`config.mk`:
```
export PLATFORM = sky130hd
export DESIGN_NAME = l2cache_axi_bridge
export DESIGN_NICKNAME = d
export VERILOG_FILES = /design/src/rtl/l2cache_axi_bridge.sv
export SDC_FILE = /design/constraint.sdc
export NUM_CORES = 1
export LEC_CHECK = 0
export ABC_AREA = 1
export BUFFER_PORTS_ARGS = -buffer_cell sky130_fd_sc_hd__buf_2
export CAP_MARGIN = 20
export CORE_AREA = 3 3 197 199
export DETAILED_ROUTE_END_ITERATION = 8
export DIE_AREA = 0 0 200 202
export GPL_TIMING_DRIVEN = 0
export PLACE_DENSITY = 0.62
export RECOVER_POWER = 50
export SLEW_MARGIN = 20
export SYNTH_ARGS = -nofsm -noshare
export SYNTH_HDL_FRONTEND = slang
export SYNTH_SLANG_ARGS = --single-unit
```
`constraint.sdc`:
```
create_clock -name clk -period 2.6 [get_ports clk]
set_input_delay 0.39 -clock clk [delete_from_list [all_inputs] [get_ports clk]]
set_output_delay 0.39 -clock clk [all_outputs]
set_load 0.05 [all_outputs]
```
`src/rtl/l2cache_axi_bridge.sv`:
```
// ============================================================================
// Module   : l2cache_axi_bridge
// Purpose  : Converts L2 line refills and write-backs into AXI4 INCR bursts
//            of (1<<offset_width) 32-bit beats. The read and write FSMs are
//            independent, and each side has at most one transaction in
//            flight. Writes are posted, so the L2 is released as soon as its
//            line is captured. A read is accepted only while the write side
//            is idle, so a refill can never overtake its own eviction.
// Ports    : clk, rst                - clock, synchronous active-high reset
//            addr/dout/wstrb/req_*   - L2 request side (line-aligned)
//            din/addrOK_*/dataOK/rdy - L2 handshake and returned line
//            axi_ar* / axi_r*        - AXI4 read address / read data
//            axi_aw* / axi_w* / axi_b* - AXI4 write address / data / response
// Revision : 1.0 - initial release
// ============================================================================
`default_nettype none

module l2cache_axi_bridge #(
  parameter int offset_width = 2
) (
  input  logic                         clk,
  input  logic                         rst,
  input  logic [31:0]                  addr_l2cache_mem_r,
  input  logic [31:0]                  addr_l2cache_mem_w,
  input  logic [(32<<offset_width)-1:0] dout_l2cache_mem,
  input  logic [3:0]                   l2cache_mem_wstrb,
  input  logic                         l2cache_mem_req_r,
  input  logic                         l2cache_mem_req_w,
  input  logic                         l2cache_mem_rdy,
  output logic [(32<<offset_width)-1:0] din_mem_l2cache,
  output logic                         mem_l2cache_addrOK_r,
  output logic                         mem_l2cache_addrOK_w,
  output logic                         mem_l2cache_dataOK,
  output logic [31:0]                  axi_araddr,
  output logic [7:0]                   axi_arlen,
  output logic [2:0]                   axi_arsize,
  output logic [1:0]                   axi_arburst,
  output logic                         axi_arvalid,
  input  logic                         axi_arready,
  input  logic [31:0]                  axi_rdata,
  input  logic                         axi_rlast,
  input  logic                         axi_rvalid,
  output logic                         axi_rready,
  output logic [31:0]                  axi_awaddr,
  output logic [7:0]                   axi_awlen,
  output logic [2:0]                   axi_awsize,
  output logic [1:0]                   axi_awburst,
  output logic                         axi_awvalid,
  input  logic                         axi_awready,
  output logic [31:0]                  axi_wdata,
  output logic [3:0]                   axi_wstrb,
  output logic                         axi_wlast,
  output logic                         axi_wvalid,
  input  logic                         axi_wready,
  input  logic                         axi_bvalid,
  output logic                         axi_bready
);

  localparam int BEATS = 1 << offset_width;
  localparam logic [offset_width-1:0] CNT_MAX = offset_width'(BEATS - 1);

  typedef enum logic [1:0] {W_IDLE, W_AW, W_DATA, W_B} wstate_t;
  typedef enum logic [1:0] {R_IDLE, R_AR, R_DATA, R_RESP} rstate_t;

  wstate_t wstate, wstate_next;
  rstate_t rstate, rstate_next;

  logic [31:0]                   waddr, raddr;
  logic [BEATS-1:0][31:0]        wline, rline;
  logic [3:0]                    wstrb_q;
  logic [offset_width-1:0]       wcnt, rcnt;
  logic                          w_accept, r_accept, w_beat, r_beat;

  // Writes win a simultaneous request; a read also waits out any write in flight.
  assign w_accept = (wstate == W_IDLE) && l2cache_mem_req_w;
  assign r_accept = (rstate == R_IDLE) && (wstate == W_IDLE) &&
                    !l2cache_mem_req_w && l2cache_mem_req_r;
  assign w_beat   = (wstate == W_DATA) && axi_wready;
  assign r_beat   = (rstate == R_DATA) && axi_rvalid;

  // ---------------- state registers ----------------
  always_ff @(posedge clk) begin
    if (rst) begin
      wstate <= W_IDLE;
      rstate <= R_IDLE;
    end else begin
      wstate <= wstate_next;
      rstate <= rstate_next;
    end
  end

  always_comb begin
    wstate_next = wstate;
    case (wstate)
      W_IDLE:  if (w_accept) wstate_next = W_AW;
      W_AW:    if (axi_awready) wstate_next = W_DATA;
      W_DATA:  if (w_beat && (wcnt == CNT_MAX)) wstate_next = W_B;
      W_B:     if (axi_bvalid) wstate_next = W_IDLE;
      default: wstate_next = W_IDLE;
    endcase
  end

  // A missing rlast must not hang the bridge: the final counted beat also ends the burst.
  always_comb begin
    rstate_next = rstate;
    case (rstate)
      R_IDLE:  if (r_accept) rstate_next = R_AR;
      R_AR:    if (axi_arready) rstate_next = R_DATA;
      R_DATA:  if (r_beat && (axi_rlast || (rcnt == CNT_MAX))) rstate_next = R_RESP;
      R_RESP:  if (l2cache_mem_rdy) rstate_next = R_IDLE;
      default: rstate_next = R_IDLE;
    endcase
  end

  // ---------------- datapath ----------------
  always_ff @(posedge clk) begin
    if (rst) begin
      waddr   <= '0;
      wline   <= '0;
      wstrb_q <= '0;
      wcnt    <= '0;
      raddr   <= '0;
      rline   <= '0;
      rcnt    <= '0;
    end else begin
      if (w_accept) begin
        waddr   <= addr_l2cache_mem_w;
        wline   <= dout_l2cache_mem;
        wstrb_q <= l2cache_mem_wstrb;
        wcnt    <= '0;
      end else if (w_beat) begin
        wcnt <= wcnt + 1'b1;
      end

      if (r_accept) begin
        raddr <= addr_l2cache_mem_r;
        rcnt  <= '0;
      end else if (r_beat) begin
        rline[rcnt] <= axi_rdata;
        rcnt        <= rcnt + 1'b1;
      end
    end
  end

  // ---------------- outputs ----------------
  assign mem_l2cache_addrOK_w = w_accept;
  assign mem_l2cache_addrOK_r = r_accept;
  assign mem_l2cache_dataOK   = (rstate == R_RESP);
  assign din_mem_l2cache      = rline;

  assign axi_araddr  = raddr;
  assign axi_arlen   = 8'(BEATS - 1);
  assign axi_arsize  = 3'b010;
  assign axi_arburst = 2'b01;
  assign axi_arvalid = (rstate == R_AR);
  assign axi_rready  = (rstate == R_DATA);

  assign axi_awaddr  = waddr;
  assign axi_awlen   = 8'(BEATS - 1);
  assign axi_awsize  = 3'b010;
  assign axi_awburst = 2'b01;
  assign axi_awvalid = (wstate == W_AW);
  assign axi_wvalid  = (wstate == W_DATA);
  assign axi_wdata   = wline[wcnt];
  assign axi_wstrb   = wstrb_q;
  assign axi_wlast   = (wstate == W_DATA) && (wcnt == CNT_MAX);
  assign axi_bready  = (wstate == W_B);

endmodule

`default_nettype wire

```
==> flow_summary_export.csv <==
group,metric,value,unit
outcome,status,"completed",
setup_path,cp_max_fo,10,
clock_tree,clk_pin_slew,0.06,ns
sta,period_needed,2.53,ns
floorplan,io_pins,502,
detailed_routing,ant_nets,0,
synthesis,ys_ff_latch,332,
floorplan,coreArea,37400,µm²
placement,post-place-cells,2729,
layout,instances_no_fill,2800,
clock_tree,tritoncts,"done",
detailed_routing,wirelength,50500,µm
setup_path,cp-end-kind,"output port",
floorplan,row_count,71,
sta,timing.final.crit_share,0.974,
floorplan,dieArea,40400,µm²
synthesis,synth-adder-area-share,0.0145,
setup_path,worstPathRequired,2.21,ns
synthesis,synth_area_leaders,"dfxtp_1 (51%), nor2_1 (13%), o21ai_0 (10%)",
layout,stdcell_area,17300,µm²
grt,grt_usage,0.236,
detailed_routing,drc,0,
sta,setup_viol,0,
placement,placed_cell_area,16000,µm²
clock_tree,clockRootBuffer,"clkbuf_16",
detailed_routing,routed_via_density,4.87,
setup_path,critPathLaunch,"wcnt[0]$_SDFFE_PP0N_",
power_and_ir_drop,total_power,0.0186,W
sta,worst_pin_slew,0.818,ns
setup_path,r2r_start,"wstate[0]$_SDFFE_PP0P_",
synthesis,synth_compound_area_frac,0.169,
floorplan,die_height,202,µm
power_and_ir_drop,ir_drop,631,µV
synthesis,synth_top_area_share,0.514,
synthesis,yosys_warnings,0,
detailed_routing,vias,13642,
flow_run,drv_cap,0,
synthesis,synth_xor_area_frac,0.000677,
layout,drive_above_1_share,0.184,
detailed_routing,drtIter0Drc,635,
sta,fmax,0.395,GHz
placement,place_congestion,0.893,
synthesis,synth.distinct_cells,20,
layout,fin_util,0.462,
synthesis,yosysSeqAreaShare,0.514,
sta,slew_violations,0,
setup_path,arrival,2.14,ns
layout,n_fill_cell,3949,
sta,hold_violations,0,
synthesis,synthSimpleGateAreaFrac,0.234,
worst_hold_path,holdCritStartpoint,"addr_l2cache_mem_r[9]",
power_and_ir_drop,p_per_area,1070,nW/µm²
grt,grt_start_max_net_pins,19,
sta,clock_skew,0.0193,ns
layout,multi_input_area,5570,µm²
worst_hold_path,hp-class,"input port to register",
grt,grt_overflow_total,0,
placement,portBuffers,474,
layout,layout_commonest_cell,"nor2_1",
sta,slew_headroom,0.455,
layout,seqCellArea,6650,µm²
synthesis,syn_inst,1720,
synthesis,synth_top_family_by_area,"simple AND/OR/NAND/NOR gates",
synthesis,synth_mux_area_frac,0,
layout,syn_to_final_growth,33.5,%
grt,grt_pass1_vias,13154,
synthesis,synth_area,12900,µm²
layout,fin_nets,2512,
floorplan,start_util,0.346,
placement,dp_hpwl,39300,µm
power_and_ir_drop,p_leak,7.04,nW
floorplan,die_x,200,µm
clock_tree,numCtsBuffers,37,
synthesis,post_synth.cell_area_avg,7.52,µm²
detailed_routing,dr.pass1.iters,5,
setup_path,worstSetupPathType,"register to output port",
setup_path,setup.worst_path.start_class,"register",
synthesis,yosys.area.top_type,"dfxtp_1",
detailed_routing,wire_per_inst,18.0,µm
clock_tree,cts.path.max_buffers,3,
grt,grt_pass1_wl,73600,µm
clock_tree,cts_sinks,332,
clock_tree,clock_latency,0.55,ns
clock_tree,cts_htree_levels,2,
grt,antenna_found_initial,8,
layout,final_cell_mix,"nor2_1 (464), dfxtp_1 (332), clkbuf_1 (288), buf_2 (272), o21ai_0 (262)",
clock_tree,postCtsHoldBufs,0,
==> final cells by class <==
class / instances / share of cell area
antenna: 3 / 0.000434
clock inverter: 11 / 0.0111
multi-input combinational: 1225 / 0.322
clock buffer: 56 / 0.0666
buffer: 165 / 0.0467
inverter: 20 / 0.00456
sequential: 332 / 0.385
timing repair inverter: 1 / 0.000290
timing repair buffer: 476 / 0.127
tap: 511 / 0.0370
==> metrics by stage <==
stage / hold slack [ns] / worst slack (ns) / setup TNS, ns
finish: 0.0750 / 0.0670 / 0
global route: 0.0816 / -0.0103 / -0.0330
CTS: 0.0424 / 0.0142 / 0
detailed placement: 0.449 / 0.147 / 0
global placement: 0.446 / 0.106 / 0
floorplan: 0.449 / 0.407 / 0
==> critical path, cell delays in order, from the launching register on <==
cell and delay [ns]:
dfxtp_1 0.33, buf_4 0.18, inv_1 0.12, buf_6 0.17
clkbuf_4 0.22, o21ai_0 0.09, o22ai_1 0.24, buf_4 0.26
==> power breakdown <==
| part | total [W] | switching [W] | internal, W |
|---|---|---|---|
| clock | 0.00571 | 0.00216 | 0.00355 |
| sequential | 0.00649 | 0.000477 | 0.00601 |
| combinational | 0.00636 | 0.00479 | 0.00157 |
| total | 0.0186 | 0.00742 | 0.0111 |
==> layer usage <==
| layer | vias to the layer above | track usage | share of wire | routed length, µm |
|---|---|---|---|---|
| met1 | 6228 | 0.269 | 0.39 | 19600 |
| met2 | 565 | 0.402 | 0.47 | 23900 |
| met5 | - | 0.0111 | 0.0026 | 132 |
| met4 | 12 | 0.113 | 0.045 | 2280 |
| met3 | 123 | 0.0680 | 0.091 | 4600 |
| li1 | 6714 | - | - | - |
==> cells in the mapped netlist (all sizes together) <==
master	number
nand2	153
a21oi	129
nand4	3
xor2	1
nor3	2
buf	76
a211oi	2
nor2	467
o21bai	1
o22ai	32
clkbuf	91
conb	2
o21ai	264
dfxtp	332
ha	15
inv	20
nand3	130
==> registers in the layout, indices dropped and copies added (netlist names) <==
| name | cells |
|---|---|
| axi_araddr | 32 |
| axi_awaddr | 32 |
| axi_wstrb | 4 |
| din_mem_l2cache | 128 |
| rcnt | 2 |
| rstate | 2 |
| wcnt | 2 |
| wline | 128 |
| wstate | 2 |
==> cell families after synthesis <==
group,Yosys count
AO/OA/AOI/OAI,428
XOR/XNOR,1
adder cells (fa/ha/maj),15
buffers and inverters,187
flip-flops,332
other,2
AND/OR/NAND/NOR,755
==> final timing paths <==
check                                                         end  slack, ns  cells after the start
worst max-delay path                                 axi_wdata[3]       0.07                      7
worst min-delay path                   axi_araddr[9]$_SDFFE_PP0P_       0.08                      3
worst max register to register  din_mem_l2cache[102]$_SDFFE_PP0P_       0.22                      9
worst min register to register   din_mem_l2cache[39]$_SDFFE_PP0P_       0.46                      2
==> timing repair <==
item / in CTS / in global routing
setup buffers: 0 / 2
gates resized for setup: 38 / 22
cloned: 0 / 1
setup endpoints to repair: 34 / 25
pin swaps: 2 / 3
No activity file was read; power rests on OpenSTA's default activity.
